<file path="src/rtl/coremem_initiator_if.sv">
// Core data port bundle: req/gnt request phase, rvalid response phase.
// The initiator drives the request side; the responder drives gnt/rvalid/rdata.
interface coremem_initiator_if #(
  parameter int AW = 32,
  parameter int DW = 32
);
  logic          data_req_o;
  logic          data_gnt_i;
  logic          data_rvalid_i;
  logic          data_we_o;
  logic [3:0]    data_be_o;
  logic [AW-1:0] data_addr_o;
  logic [DW-1:0] data_wdata_o;
  logic [DW-1:0] data_rdata_i;

  modport master (
    output data_req_o, data_we_o, data_be_o, data_addr_o, data_wdata_o,
    input  data_gnt_i, data_rvalid_i, data_rdata_i
  );

  modport slave (
    input  data_req_o, data_we_o, data_be_o, data_addr_o, data_wdata_o,
    output data_gnt_i, data_rvalid_i, data_rdata_i
  );
endinterface

</file>
<file path="src/rtl/coremem_initiator.sv">
// Memory-test initiator: writes word_count words of (seed+index) from base,
// then (with COREMEM_INITIATOR_READBACK_EN defined) reads them back and
// counts mismatches. One outstanding transaction on the data port.
// Without COREMEM_INITIATOR_READBACK_EN the read phase is absent and the
// error outputs are tied to zero.
module coremem_initiator #(
  parameter int AW = 32,
  parameter int DW = 32,
  parameter int CW = 16
) (
  input  logic          clk_i,
  input  logic          rst_i,
  input  logic          start_i,
  input  logic [AW-1:0] base_addr_i,
  input  logic [CW-1:0] word_count_i,
  input  logic [DW-1:0] seed_i,
  output logic          busy_o,
  output logic          done_o,
  output logic [CW-1:0] err_count_o,
  output logic [AW-1:0] first_err_addr_o,
  coremem_initiator_if.master dbus
);

`ifdef COREMEM_INITIATOR_READBACK_EN
  typedef enum logic [2:0] {IDLE, WR_REQ, WR_WAIT, RD_REQ, RD_WAIT, DONE} state_t;
`else
  typedef enum logic [2:0] {IDLE, WR_REQ, WR_WAIT, DONE} state_t;
`endif

  state_t        state_q, state_d;
  logic [AW-1:0] base_q, base_d;
  logic [CW-1:0] count_q, count_d;
  logic [DW-1:0] seed_q, seed_d;
  logic [CW-1:0] idx_q, idx_d;
  logic          req_q, req_d;
  logic          we_q, we_d;
  logic [AW-1:0] addr_q, addr_d;
  logic [DW-1:0] wdata_q, wdata_d;
  logic          busy_q, busy_d;
  logic          done_q, done_d;

  logic [AW-1:0] base_in;
  logic [CW-1:0] nidx;
  logic [AW-1:0] nxt_addr;
  logic [DW-1:0] nxt_pat;

  assign base_in  = {base_addr_i[AW-1:2], 2'b00};
  assign nidx     = idx_q + CW'(1);
  assign nxt_addr = base_q + (AW'(nidx) << 2);
  assign nxt_pat  = seed_q + DW'(nidx);

`ifdef COREMEM_INITIATOR_READBACK_EN
  logic [CW-1:0] err_q, err_d;
  logic [AW-1:0] ferr_q, ferr_d;
  logic          ferr_seen_q, ferr_seen_d;
  logic [AW-1:0] cur_addr;
  logic [DW-1:0] cur_pat;

  assign cur_addr = base_q + (AW'(idx_q) << 2);
  assign cur_pat  = seed_q + DW'(idx_q);
`else
  // Read data has no consumer when the verify phase is compiled out.
  logic unused_rdata;
  assign unused_rdata = ^dbus.data_rdata_i;
`endif

  // Next-state and next-output computation; outputs are all registered.
  always_comb begin
    state_d = state_q;
    base_d  = base_q;
    count_d = count_q;
    seed_d  = seed_q;
    idx_d   = idx_q;
    req_d   = req_q;
    we_d    = we_q;
    addr_d  = addr_q;
    wdata_d = wdata_q;
    busy_d  = busy_q;
    done_d  = 1'b0;
`ifdef COREMEM_INITIATOR_READBACK_EN
    err_d       = err_q;
    ferr_d      = ferr_q;
    ferr_seen_d = ferr_seen_q;
`endif
    case (state_q)
      IDLE: begin
        if (start_i) begin
          base_d  = base_in;
          count_d = word_count_i;
          seed_d  = seed_i;
          idx_d   = '0;
`ifdef COREMEM_INITIATOR_READBACK_EN
          err_d       = '0;
          ferr_d      = '0;
          ferr_seen_d = 1'b0;
`endif
          if (word_count_i == '0) begin
            state_d = DONE;
            done_d  = 1'b1;
            busy_d  = 1'b0;
          end else begin
            state_d = WR_REQ;
            req_d   = 1'b1;
            we_d    = 1'b1;
            addr_d  = base_in;
            wdata_d = seed_i;
            busy_d  = 1'b1;
          end
        end
      end
      WR_REQ: begin
        if (dbus.data_gnt_i) begin
          state_d = WR_WAIT;
          req_d   = 1'b0;
          we_d    = 1'b0;
          addr_d  = '0;
          wdata_d = '0;
        end
      end
      WR_WAIT: begin
        if (dbus.data_rvalid_i) begin
          if (nidx == count_q) begin
            idx_d = '0;
`ifdef COREMEM_INITIATOR_READBACK_EN
            state_d = RD_REQ;
            req_d   = 1'b1;
            we_d    = 1'b0;
            addr_d  = base_q;
            wdata_d = '0;
`else
            state_d = DONE;
            done_d  = 1'b1;
            busy_d  = 1'b0;
`endif
          end else begin
            idx_d   = nidx;
            state_d = WR_REQ;
            req_d   = 1'b1;
            we_d    = 1'b1;
            addr_d  = nxt_addr;
            wdata_d = nxt_pat;
          end
        end
      end
`ifdef COREMEM_INITIATOR_READBACK_EN
      RD_REQ: begin
        if (dbus.data_gnt_i) begin
          state_d = RD_WAIT;
          req_d   = 1'b0;
          addr_d  = '0;
        end
      end
      RD_WAIT: begin
        if (dbus.data_rvalid_i) begin
          if (dbus.data_rdata_i != cur_pat) begin
            if (err_q != '1) err_d = err_q + CW'(1);
            if (!ferr_seen_q) begin
              ferr_d      = cur_addr;
              ferr_seen_d = 1'b1;
            end
          end
          if (nidx == count_q) begin
            state_d = DONE;
            done_d  = 1'b1;
            busy_d  = 1'b0;
          end else begin
            idx_d   = nidx;
            state_d = RD_REQ;
            req_d   = 1'b1;
            addr_d  = nxt_addr;
          end
        end
      end
`endif
      DONE: begin
        state_d = IDLE;
      end
      default: begin
        state_d = IDLE;
        req_d   = 1'b0;
        busy_d  = 1'b0;
      end
    endcase
  end

  // State and output registers, cleared asynchronously by rst_i.
  always_ff @(posedge clk_i or posedge rst_i) begin
    if (rst_i) begin
      state_q <= IDLE;
      base_q  <= '0;
      count_q <= '0;
      seed_q  <= '0;
      idx_q   <= '0;
      req_q   <= 1'b0;
      we_q    <= 1'b0;
      addr_q  <= '0;
      wdata_q <= '0;
      busy_q  <= 1'b0;
      done_q  <= 1'b0;
`ifdef COREMEM_INITIATOR_READBACK_EN
      err_q       <= '0;
      ferr_q      <= '0;
      ferr_seen_q <= 1'b0;
`endif
    end else begin
      state_q <= state_d;
      base_q  <= base_d;
      count_q <= count_d;
      seed_q  <= seed_d;
      idx_q   <= idx_d;
      req_q   <= req_d;
      we_q    <= we_d;
      addr_q  <= addr_d;
      wdata_q <= wdata_d;
      busy_q  <= busy_d;
      done_q  <= done_d;
`ifdef COREMEM_INITIATOR_READBACK_EN
      err_q       <= err_d;
      ferr_q      <= ferr_d;
      ferr_seen_q <= ferr_seen_d;
`endif
    end
  end

  assign busy_o            = busy_q;
  assign done_o            = done_q;
  assign dbus.data_req_o   = req_q;
  assign dbus.data_we_o    = we_q;
  assign dbus.data_be_o    = {4{req_q}};
  assign dbus.data_addr_o  = addr_q;
  assign dbus.data_wdata_o = wdata_q;
`ifdef COREMEM_INITIATOR_READBACK_EN
  assign err_count_o      = err_q;
  assign first_err_addr_o = ferr_q;
`else
  assign err_count_o      = '0;
  assign first_err_addr_o = '0;
`endif

endmodule
</file>
<file path="src/flat_wrapper.sv">
// flat-port wrapper written by rule: the top's interface ports become plain ports
module coremem_initiator_flat 
#(
  parameter int AW = 32,
  parameter int DW = 32,
  parameter int CW = 16
)
  (clk_i, rst_i, start_i, base_addr_i, word_count_i, seed_i, busy_o, done_o, err_count_o, first_err_addr_o, dbus_data_req_o, dbus_data_we_o, dbus_data_be_o, dbus_data_addr_o, dbus_data_wdata_o, dbus_data_gnt_i, dbus_data_rvalid_i, dbus_data_rdata_i);
  coremem_initiator_if #(.AW(AW), .DW(DW)) dbus_i ();
  input  logic clk_i;
  input  logic rst_i;
  input  logic start_i;
  input  logic [AW-1:0] base_addr_i;
  input  logic [CW-1:0] word_count_i;
  input  logic [DW-1:0] seed_i;
  output logic busy_o;
  output logic done_o;
  output logic [CW-1:0] err_count_o;
  output logic [AW-1:0] first_err_addr_o;
  output wire logic [$bits(dbus_i.data_req_o)-1:0] dbus_data_req_o;
  output wire logic [$bits(dbus_i.data_we_o)-1:0] dbus_data_we_o;
  output wire logic [$bits(dbus_i.data_be_o)-1:0] dbus_data_be_o;
  output wire logic [$bits(dbus_i.data_addr_o)-1:0] dbus_data_addr_o;
  output wire logic [$bits(dbus_i.data_wdata_o)-1:0] dbus_data_wdata_o;
  input wire logic [$bits(dbus_i.data_gnt_i)-1:0] dbus_data_gnt_i;
  input wire logic [$bits(dbus_i.data_rvalid_i)-1:0] dbus_data_rvalid_i;
  input wire logic [$bits(dbus_i.data_rdata_i)-1:0] dbus_data_rdata_i;
  assign dbus_data_req_o = dbus_i.data_req_o;
  assign dbus_data_we_o = dbus_i.data_we_o;
  assign dbus_data_be_o = dbus_i.data_be_o;
  assign dbus_data_addr_o = dbus_i.data_addr_o;
  assign dbus_data_wdata_o = dbus_i.data_wdata_o;
  assign dbus_i.data_gnt_i = dbus_data_gnt_i;
  assign dbus_i.data_rvalid_i = dbus_data_rvalid_i;
  assign dbus_i.data_rdata_i = dbus_data_rdata_i;
  coremem_initiator #(.AW(AW), .DW(DW), .CW(CW)) u_core (.clk_i(clk_i), .rst_i(rst_i), .start_i(start_i), .base_addr_i(base_addr_i), .word_count_i(word_count_i), .seed_i(seed_i), .busy_o(busy_o), .done_o(done_o), .err_count_o(err_count_o), .first_err_addr_o(first_err_addr_o), .dbus(dbus_i));
endmodule
</file>
<file path="config.mk">
export PLATFORM = sky130hd
export DESIGN_NAME = coremem_initiator_flat
export DESIGN_NICKNAME = d
export VERILOG_FILES = /design/src/rtl/coremem_initiator_if.sv /design/src/rtl/coremem_initiator.sv /design/src/flat_wrapper.sv
export SDC_FILE = /design/constraint.sdc
export NUM_CORES = 1
export LEC_CHECK = 0
export ABC_AREA = 1
export ABC_CLOCK_PERIOD_IN_PS = 5500
export BUFFER_PORTS_ARGS = -buffer_cell sky130_fd_sc_hd__buf_4
export CORE_MARGIN = 2
export CORE_UTILIZATION = 40
export CTS_CLUSTER_DIAMETER = 30
export DETAILED_ROUTE_END_ITERATION = 10
export GPL_ROUTABILITY_DRIVEN = 0
export PLACE_DENSITY_LB_ADDON = 0.25
export REMOVE_ABC_BUFFERS = 1
export SYNTH_ARGS = -nofsm -noshare
export SYNTH_HDL_FRONTEND = slang
export SYNTH_SLANG_ARGS = --single-unit
</file>
<file path="constraint.sdc">
create_clock -name clk_i -period 5.5 [get_ports clk_i]
set_input_delay 1.375 -clock clk_i [delete_from_list [all_inputs] [get_ports clk_i]]
set_output_delay 1.375 -clock clk_i [all_outputs]
set_load 0.005 [all_outputs]
</file>
=== After elaboration in Yosys (flattened, before gate mapping) ===
Index checks and enable logic that the tools add are counted.

* Flip-flop bits (word level): 165
* Bits of input ports: 117
* Output and inout port bits: 120

* Add/sub/neg operators: 3
* Equal/unequal tests: 10
* Mux-type cells: 38
* Bitwise logic cells: 2
* Reductions and logical operators: 11

{| class="wikitable"
|+ Operators with widths
! kind !! count
|-
| 32-bit two-way mux || 9
|-
| 32-bit one-hot mux with 3 select lines || 2
|-
| 16-bit two-way mux || 3
|-
| 32-bit by 16-bit adder with 32-bit output || 1
|-
| 32-bit by 18-bit adder with 32-bit output || 1
|-
| 16-bit one-hot mux with 2 select lines || 1
|-
| 16-bit by 1-bit adder with 16-bit output (second input constant) || 1
|-
| 16-bit == test || 1
|-
| 16-bit logical NOT || 1
|-
| 1-bit two-way mux || 13
|-
| 6-bit AND reduction || 2
|-
| 2-bit inequality test (second input constant) || 5
|-
| 3-bit two-way mux || 3
|-
| 3-bit one-hot mux with 3 select lines || 1
|-
| 3-bit by 2-bit == test with 1-bit output (second input constant) || 2
|-
| 1-bit one-hot mux with 3 select lines || 2
|-
| 3-bit AND reduction || 2
|-
| 2-bit two-way mux || 2
|-
| 1-bit one-hot mux with 4 select lines || 1
|-
| 4-bit AND reduction || 1
|-
| 3-bit by 1-bit == test with 1-bit output (second input constant) || 1
|-
| 3-bit logical NOT || 1
|-
| 3-bit nonzero test || 1
|-
| 2-bit by 1-bit inequality test with 1-bit output (second input constant) || 1
|-
| 5 further kinds || 6
|}

=== Longest topological paths before layout ===
Gate-level depths: netlist (run 1).

* Depth after elaboration: 5
* Mapped depth: 22
* Gate-level depth less buffers: 22

=== Worst setup path before layout (run 1) ===
OpenSTA, ideal clock, no wires.

* Path kind: input to register
* Start point: input port word_count_i[13]
* End point: register u_core.addr_q[10], in the netlist u_core.dbus.data_addr_o[10]
* Arrival time: 2653 ps
* Slack: 2730 ps
* Stages: 10
* Buffers on the path: 2
* Cells stage by stage: inv_1 > nand4_1 > nor4_1 > nand2_1 > nand2_1 > inv_1 > clkbuf_1 > clkbuf_1 > nand3_1 > nand2_1

* Cells in the longest elaborated chain, start to end: 3

{| class="wikitable"
|+ RTL lines
! item !! RTL line !! source
|-
| from (decl) || flat_wrapper.sv:14 || <nowiki>input logic [CW-1:0] word_count_i;</nowiki>
|-
| 16-bit logical NOT || coremem_initiator.sv:97 || <nowiki>if (word_count_i == '0) begin</nowiki>
|-
| 2-bit inequality test (no source line) || -- ||
|-
| 6-bit AND reduction (no source line) || -- ||
|-
| to (signal assigned) || coremem_initiator.sv:213 || <nowiki>addr_q <= addr_d;</nowiki>
|-
| to (decl) || coremem_initiator.sv:37 || <nowiki>logic [AW-1:0] addr_q, addr_d;</nowiki>
|}

No other way between the ends.
A chain may end at the register's enable or synchronous reset.

=== Worst setup path after layout (run 1) ===
* Start point: register u_core.idx_q[0]
* End point: register u_core.addr_q[10], in the netlist u_core.dbus.data_addr_o[10]

* Cells in the longest elaborated chain, start to end: 5
* Elaborated cells between the ends (all ways): 8
* Classes of those cells: add/sub (2); eq/ne (2); mux (3); reduce/logical (1)

{| class="wikitable"
|+ RTL lines
! item !! RTL line !! source
|-
| from (decl) || coremem_initiator.sv:34 || <nowiki>logic [CW-1:0] idx_q, idx_d;</nowiki>
|-
| from (signal assigned) || coremem_initiator.sv:210 || <nowiki>idx_q <= idx_d;</nowiki>
|-
| 16-bit by 1-bit adder with 16-bit output (*) || coremem_initiator.sv:48 || <nowiki>assign nidx = idx_q + CW'(1);</nowiki>
|-
| 32-bit by 18-bit adder with 32-bit output || coremem_initiator.sv:49 || <nowiki>assign nxt_addr = base_q + (AW'(nidx) << 2);</nowiki>
|-
| 32-bit two-way mux || coremem_initiator.sv:122 || <nowiki>if (nidx == count_q) begin</nowiki>
|-
| 32-bit two-way mux || coremem_initiator.sv:121 || <nowiki>if (dbus.data_rvalid_i) begin</nowiki>
|-
| 32-bit one-hot mux with 3 select lines || coremem_initiator.sv:85 || <nowiki>case (state_q)</nowiki>
|}

Every way passes the cells marked *; elsewhere a longest branch is shown, timed or not. The select of a mux whose other input is x is not followed.

==> metrics.txt, run 1 <==
number of detailed-route iterations in the first pass=6; layout overhead on the synthesized area=15.9%; CTS Hold Bufs=0; most used cell along the critical path=sky130_fd_sc_hd__nand2_1; number of rows in the core area=61; dpl cell area=12600 um2; total wire length after detailed routing=33.5 mm; worst supply voltage drop on vdd=0.343 mV; cell area power density=468 nW/um2; Setup Viol. Count Final=0; number of routed nets with antenna violations=0; die span in x=172 um; Top FF cell, synth=sky130_fd_sc_hd__dfrtp_1; final worst path period share=66.8%; global-route usage over all layers=23.0%; number of synthesized register bits=162; max incr delay on CP=610 ps; count of buffers added by post-CTS timing repair for setup=0; residual overflow from global routing=0; Worst R2R End=u_core.dbus.data_addr_o[10]; proportion of layout cells with a drive suffix above 1=12.2%; Setup TNS=0 ps; clock transition at the register clock pins on the worst setup and hold paths after CTS=70 ps; Final Hold Slack=473 ps; data arrival time of the worst path=4000 ps; worst-path fanout max=66; number of CTS-inserted buffers=17; launching element type of the critical path=flop; Clk Latency, worst-skew pair=450 ps; timing startpoint of the critical path=u_core.idx_q[0]; flop-to-flop setup slack=1830 ps; buffers and inverters on the worst path=2; Ant. Diodes=0; number of pins with negative max-slew slack in the final report=0; level count of the clock H-tree=4; worst setup path endpoint=u_core.dbus.data_addr_o[10]; Critical Path Sink Type=flop; CTS Buffer Depth=2; Worst Path Class, Setup=flop to flop; per-cell routed wire length=15.2 um; die height=172 um; root buffer cell=sky130_fd_sc_hd__clkbuf_16; antenna violations before repair=1; static leakage=7.07 nW; floorplan core area=27900 um2; RSZ-0062 raised after global routing=false; Post-synth ARST share=100%; I/O pin cnt=237; Yosys warning count=0; final design area excluding fillers=13200 um2; Avg Synthesized Cell Area=6.70 um2; post-synth design cell area=11400 um2; cell family with most CP delay=simple AND/OR/NAND/NOR gates; maximum number of pins on one net before global-route repair=99; half-perimeter wire length of the detailed placement result=24.7 mm; via/cell ratio=5.07; number of DRC violations after detailed-routing iteration 0=917; post-synthesis cell type count=39; Max Cap Viol=0; Port Buffer Count=152; classification of the worst-slack hold path=flop to flop; synthesized instance count=1695; clock tree from TritonCTS=done; Worst Clk Skew=18.2 ps; Required @ worst endpoint=5820 ps; worst r2r path cells=16; relative max-transition margin=36.7%; library cell contributing the largest single delay on the critical path=sky130_fd_sc_hd__buf_4; transition time at the pin with the least slew margin=949 ps; FF-to-FF Start=u_core.idx_q[0]; first-pass GRT wire length=53.9 mm; final critical-path required period=3670 ps; count of cells along the worst hold path=2; total clock sinks=162; total via count in the routed design=11200; worst path cell trace=ha_1 -> nand2_2 -> nor2_2 -> nand2_1 -> o21ai_1 -> nand2_1 -> nand2_1 -> nand2_1 -> nand2_1 -> nor2_2 -> nand4_2 -> buf_4 -> nand2_2 -> buf_12 -> nand2_1 -> nand2_1; status=finished, final reports clean; portion of the post-synthesis area used by sequential elements=35.7%; die area=29700 um2; fin nets=1979; count of flip-flops with a built-in enable after synthesis=0; post-CTS resize count=0; via count of the first global-routing pass=10600; Achievable Freq=272 MHz; CP Depth=16; number of DRC violations after detailed routing=0; total count of hold-check failures in the final report=0; Initial Util=40.7%
-- cell type report --
| class | count | area (um2) |
|---|---|---|
| sequential | 162 | 4050 |
| clock inverter | 13 | 140 |
| inverter | 202 | 763 |
| timing repair buffer | 162 | 1230 |
| multi-input combinational | 1272 | 6050 |
| fill | 2856 | 14700 |
| tap | 378 | 473 |
| clock buffer | 19 | 443 |
-- synthesized netlist by cell type, types with 6 or more instances --
library cell                 n  area share (%)
sky130_fd_sc_hd__a21oi_1    50             2.2
sky130_fd_sc_hd__buf_4      62             4.1
sky130_fd_sc_hd__clkbuf_1   40             1.3
sky130_fd_sc_hd__dfrtp_1   162              36
sky130_fd_sc_hd__ha_1       43             4.7
sky130_fd_sc_hd__inv_1     198             6.5
sky130_fd_sc_hd__nand2_1   567              19
sky130_fd_sc_hd__nand2_2     6            0.33
sky130_fd_sc_hd__nand3_1   188             8.3
sky130_fd_sc_hd__nand3b_1    7            0.46
sky130_fd_sc_hd__nand4_1    31             1.7
sky130_fd_sc_hd__nor2_1     86             2.8
sky130_fd_sc_hd__nor2_2      7            0.39
sky130_fd_sc_hd__nor3_1     15            0.66
sky130_fd_sc_hd__o21ai_0   152             6.7
sky130_fd_sc_hd__o21bai_1    6            0.40
sky130_fd_sc_hd__o22ai_1    24             1.3
sky130_fd_sc_hd__or2_2       7            0.39
-- stage by stage --
step                std cells  setup slack (ps)  total power, mW  utilization [%]
global route             2208              1460             6.69             47.2
global placement         2176              1790             4.87             45.1
detailed placement       2176              1770             4.95             45.1
floorplan                1636              -252             3.80                -
finish                   2208              1830             6.15             47.2
CTS                      2208              1820             6.19             47.2
-- worst min-delay path by stage --
stage	end	slack (ps)	from
finish	u_core.dbus.data_wdata_o[26]	470	u_core.dbus.data_wdata_o[26]
detailed placement	u_core.dbus.data_wdata_o[20]	460	u_core.dbus.data_wdata_o[20]
global route	u_core.dbus.data_addr_o[6]	500	u_core.dbus.data_addr_o[6]
global placement	u_core.dbus.data_wdata_o[11]	460	u_core.dbus.data_wdata_o[11]
CTS	u_core.dbus.data_wdata_o[20]	480	u_core.dbus.data_wdata_o[20]
floorplan	u_core.count_q[6]	450	u_core.count_q[6]
-- layout by cell type, fill, tap and decap left out, drive strengths merged, types with 5 or more instances in the layout --
cell / count
nand2: 573
inv: 209
nand3: 188
dfrtp: 162
buf: 162
o21ai: 155
nor2: 97
a21oi: 50
conb: 50
ha: 43
nand4: 32
o22ai: 24
clkbuf: 19
nor3: 15
nand3b: 7
or2: 7
o21bai: 6
clkinv: 5
-- per-layer routing --
metal	vias up	global-route usage [%]	share of wire, %
met2	339	38.2	46
met3	43	4.39	6.0
li1	5630	-	-
met4	0	5.70	1.7
met5	-	0	0
met1	5177	30.9	46
-- kinds of logic (layout without fill, tap and decap cells) --
logic type                 count (synthesis)  count (layout)  share of synthesized area [%]
and+or+nand+nor                          932             932                           35.1
adders and majority gates                 45              45                           5.09
AOI/OAI and AO/OA                        243             243                           11.3
buffers and inverters                    310             396                           12.6
other                                      1              50                         0.0330
DFF                                      162             162                           35.7
xor gates and xnor gates                   2               2                          0.154
-- power by group --
part | internal [mW] | leakage (nW) | switching [mW]
clock | 0.654 | 0.288 | 0.560
sequential | 1.69 | 2.06 | 0.415
combinational | 1.05 | 4.72 | 1.78
total | 3.39 | 7.07 | 2.76
-- flip-flops by register name (all words and copies together), names as in the netlist --
register,cells
u_core.dbus.data_wdata_o,32
u_core.done_o,1
u_core.busy_o,1
u_core.count_q,16
u_core.dbus.data_addr_o,30
u_core.idx_q,16
u_core.state_q,2
u_core.dbus.data_we_o,1
u_core.base_q,30
u_core.dbus.data_req_o,1
u_core.seed_q,32
-- worst min-delay path: stages, from the launching register on --
cell and delay (ps):
sky130_fd_sc_hd__dfrtp_1 340, sky130_fd_sc_hd__nand2_1 50, sky130_fd_sc_hd__nand2_1 50
Note: power is estimated with default switching activity, not from simulation.
==> run 2, diff against run 1 <==
--- a/config.mk
+++ b/config.mk
@@ -6,7 +6,7 @@
 export NUM_CORES = 1
 export LEC_CHECK = 0
 export ABC_AREA = 1
-export ABC_CLOCK_PERIOD_IN_PS = 5500
+export ABC_CLOCK_PERIOD_IN_PS = 3730
 export BUFFER_PORTS_ARGS = -buffer_cell sky130_fd_sc_hd__buf_4
 export CORE_MARGIN = 2
 export CORE_UTILIZATION = 40
==> constraint.sdc (replaced) <==
create_clock -name clk_i -period 3.73 [get_ports clk_i]
set_input_delay 0.9325 -clock clk_i [delete_from_list [all_inputs] [get_ports clk_i]]
set_output_delay 0.9325 -clock clk_i [all_outputs]
set_load 0.005 [all_outputs]
==> run 2 against run 1 <==
Worst hold slack improved by 1.6 ps. Clock skew fell by 4.2 ps. Critical endpoint is now u_core.dbus.data_wdata_o[13]. Final area up 0.42%. Sequential power up 47%. Largest cell class unchanged. Power rose by 48%. Die area is the same. Critical path depth unchanged. Count of clock-buffer cells in the layout fell by 1. Setup slack worse by 1400 ps.
==> metrics.txt, run 2 (synthesized netlist as in run 1, its figures left out) <==
worst supply voltage drop on vdd=0.363 mV (was 0.343 mV); CTS Buffer Depth=2 (unchanged); setup slack at placement=484 ps (was 1770 ps); Setup Viol. Count Final=0 (unchanged); total count of hold-check failures in the final report=0 (unchanged); Port Buffer Count=152 (unchanged); startpoint of the most critical hold path=u_core.dbus.data_wdata_o[26] (unchanged); most common library cell in the layout ignoring fill and taps=sky130_fd_sc_hd__nand2_1 (unchanged); data arrival time of the worst path=3620 ps (was 4000 ps); library cell contributing the largest single delay on the critical path=sky130_fd_sc_hd__dfrtp_1 (was sky130_fd_sc_hd__buf_4); final critical-path required period=3300 ps (was 3670 ps); area taken by flip-flops and latches=4050 um2 (unchanged); classification of the worst-slack hold path=flop to flop (unchanged); half-perimeter wire length of the detailed placement result=25.1 mm (was 24.7 mm); Required @ worst endpoint=4050 ps (was 5820 ps); placed insts=2180 (was 2176); RSZ-0062 raised after global routing=false (unchanged); timing startpoint of the critical path=u_core.idx_q[0] (unchanged); CTS Hold Bufs=0 (unchanged); relative max-transition margin=32.8% (was 36.7%); cell area power density=687 nW/um2 (was 468 nW/um2); I/O pin cnt=237 (unchanged); worst-path fanout max=6 (was 66); launching element type of the critical path=flop (unchanged); per-cell routed wire length=15.1 um (was 15.2 um); count of cells along the worst hold path=2 (unchanged); global-route usage over all layers=23.0% (about the same); most used cell along the critical path=sky130_fd_sc_hd__nand2_1 (unchanged); die height=172 um (unchanged); clock tree from TritonCTS=done (unchanged); static leakage=7.09 nW (was 7.07 nW); root buffer cell=sky130_fd_sc_hd__clkbuf_16 (unchanged); status=finished, final reports clean (unchanged); maximum number of pins on one net before global-route repair=111 (was 99); Setup TNS=0 ps (unchanged); antenna violations before repair=1 (unchanged); Post-Layout Cell Count=2213 (was 2208); total wire length after detailed routing=33.4 mm (was 33.5 mm); number of pins with negative max-slew slack in the final report=0 (unchanged); number of DRC violations after detailed-routing iteration 0=845 (was 917); via count of the first global-routing pass=10600 (about the same); FF-to-FF Start=u_core.idx_q[0] (unchanged); level count of the clock H-tree=4 (unchanged); number of rows in the core area=61 (unchanged); multi-input logic area=6050 um2 (unchanged); die area=29700 um2 (unchanged); filler instances=2845 (was 2856); number of routed nets with antenna violations=0 (unchanged); Achievable Freq=303 MHz (was 272 MHz); proportion of layout cells with a drive suffix above 1=12.4% (was 12.2%); number of detailed-route iterations in the first pass=5 (was 6); fin nets=1983 (was 1979); count of buffers added by post-CTS timing repair for setup=0 (unchanged); number of DRC violations after detailed routing=0 (unchanged); Critical Path Sink Type=flop (unchanged); most frequent cells in the layout=sky130_fd_sc_hd__nand2_1, sky130_fd_sc_hd__inv_1, sky130_fd_sc_hd__nand3_1 (unchanged); floorplan core area=27900 um2 (unchanged); total via count in the routed design=11200 (about the same); first-pass GRT wire length=53.4 mm (was 53.9 mm); number of CTS-inserted buffers=17 (unchanged); setup slack after layout=431 ps (was 1830 ps); worst path cell trace=ha_1 -> nand2_2 -> nor2_2 -> nand2_1 -> o21ai_1 -> nand2_1 -> ha_1 -> a21oi_1 -> o21ai_0 -> a21oi_1 -> nand2_1 -> or2_2 -> nand3_1 -> o21ai_0 -> nand3_1 -> nand2_1 (was ha_1 -> nand2_2 -> nor2_2 -> nand2_1 -> o21ai_1 -> nand2_1 -> nand2_1 -> nand2_1 -> nand2_1 -> nor2_2 -> nand4_2 -> buf_4 -> nand2_2 -> buf_12 -> nand2_1 -> nand2_1); Worst Clk Skew=14.0 ps (was 18.2 ps); Worst Path Class, Setup=flop to flop (unchanged); Initial Util=40.7% (unchanged); Clk Latency, worst-skew pair=440 ps (was 450 ps); post-CTS resize count=0 (unchanged); transition time at the pin with the least slew margin=1010 ps (was 949 ps); final worst path period share=88.4% (was 66.8%); Max Cap Viol=0 (unchanged); Final Hold Slack=475 ps (was 473 ps); via/cell ratio=5.06 (was 5.07); total clock sinks=162 (unchanged); clock transition at the register clock pins on the worst setup and hold paths after CTS=70 ps (about the same); layout overhead on the synthesized area=16.3% (was 15.9%); residual overflow from global routing=0 (unchanged); max incr delay on CP=430 ps (was 610 ps); die span in x=172 um (unchanged); Overall Power=9.08 mW (was 6.15 mW); worst r2r path cells=16 (unchanged)
[run 2: cell types whose count changed in the layout (fill, tap and decap cells not counted), moves of 2 or more]
cell / change
sky130_fd_sc_hd__clkinv_2: +3
sky130_fd_sc_hd__inv_6: -2
sky130_fd_sc_hd__inv_8: -2
sky130_fd_sc_hd__clkinvlp_4: +3
sky130_fd_sc_hd__buf_12: +3
[run 2: power breakdown]
part / internal [mW] / switching [mW] / total (mW)
combinational: 1.60 / 2.66 / 4.26
clock: 0.945 / 0.789 / 1.73
sequential: 2.49 / 0.601 / 3.09
total: 5.03 / 4.05 / 9.08
[run 2: final timing paths]
kind,to,slack [ps]
max in group asynchronous,u_core.dbus.data_addr_o[23],2300
hold reg to reg,u_core.dbus.data_wdata_o[26],480
hold / removal,u_core.dbus.data_wdata_o[26],480
setup reg to reg,u_core.dbus.data_wdata_o[13],430
min in group asynchronous,u_core.dbus.data_wdata_o[16],530
setup / recovery,u_core.dbus.data_wdata_o[13],430
[run 2: cell type report]
type / count / share of cell area, %
inverters: 202 / 5.78
diodes: 1 / 0.0189
repair buffers: 166 / 9.82
multi-input cells: 1272 / 45.8
clock buffers: 18 / 3.33
flip-flops and latches: 162 / 30.7
well taps: 378 / 3.58
clock inverters: 14 / 0.976
[run 2: through the flow]
step / utilization (%) / area (um2)
floorplan: - / 10900
global placement: 45.4 / 12600
detailed placement: 45.4 / 12600
CTS: 47.4 / 13200
global route: 47.4 / 13200
finish: 47.4 / 13200
[run 2: worst max-delay path: cells and delay by family, from the launching register on]
family	cells	cell delay (ps)
AO/OA/AOI/OAI	5	840
AND/OR/NAND/NOR	9	1270
adder cells (fa/ha/maj)	2	630
flip-flops	1	430
[run 2: routing by layer]
layer | track usage (%) | up-vias | routed length, um
met5 | 0 | - | 0
met1 | 31.2 | 5172 | 15600
met2 | 37.1 | 346 | 15200
met4 | 7.53 | 0 | 757
met3 | 3.91 | 48 | 1950
li1 | - | 5629 | -
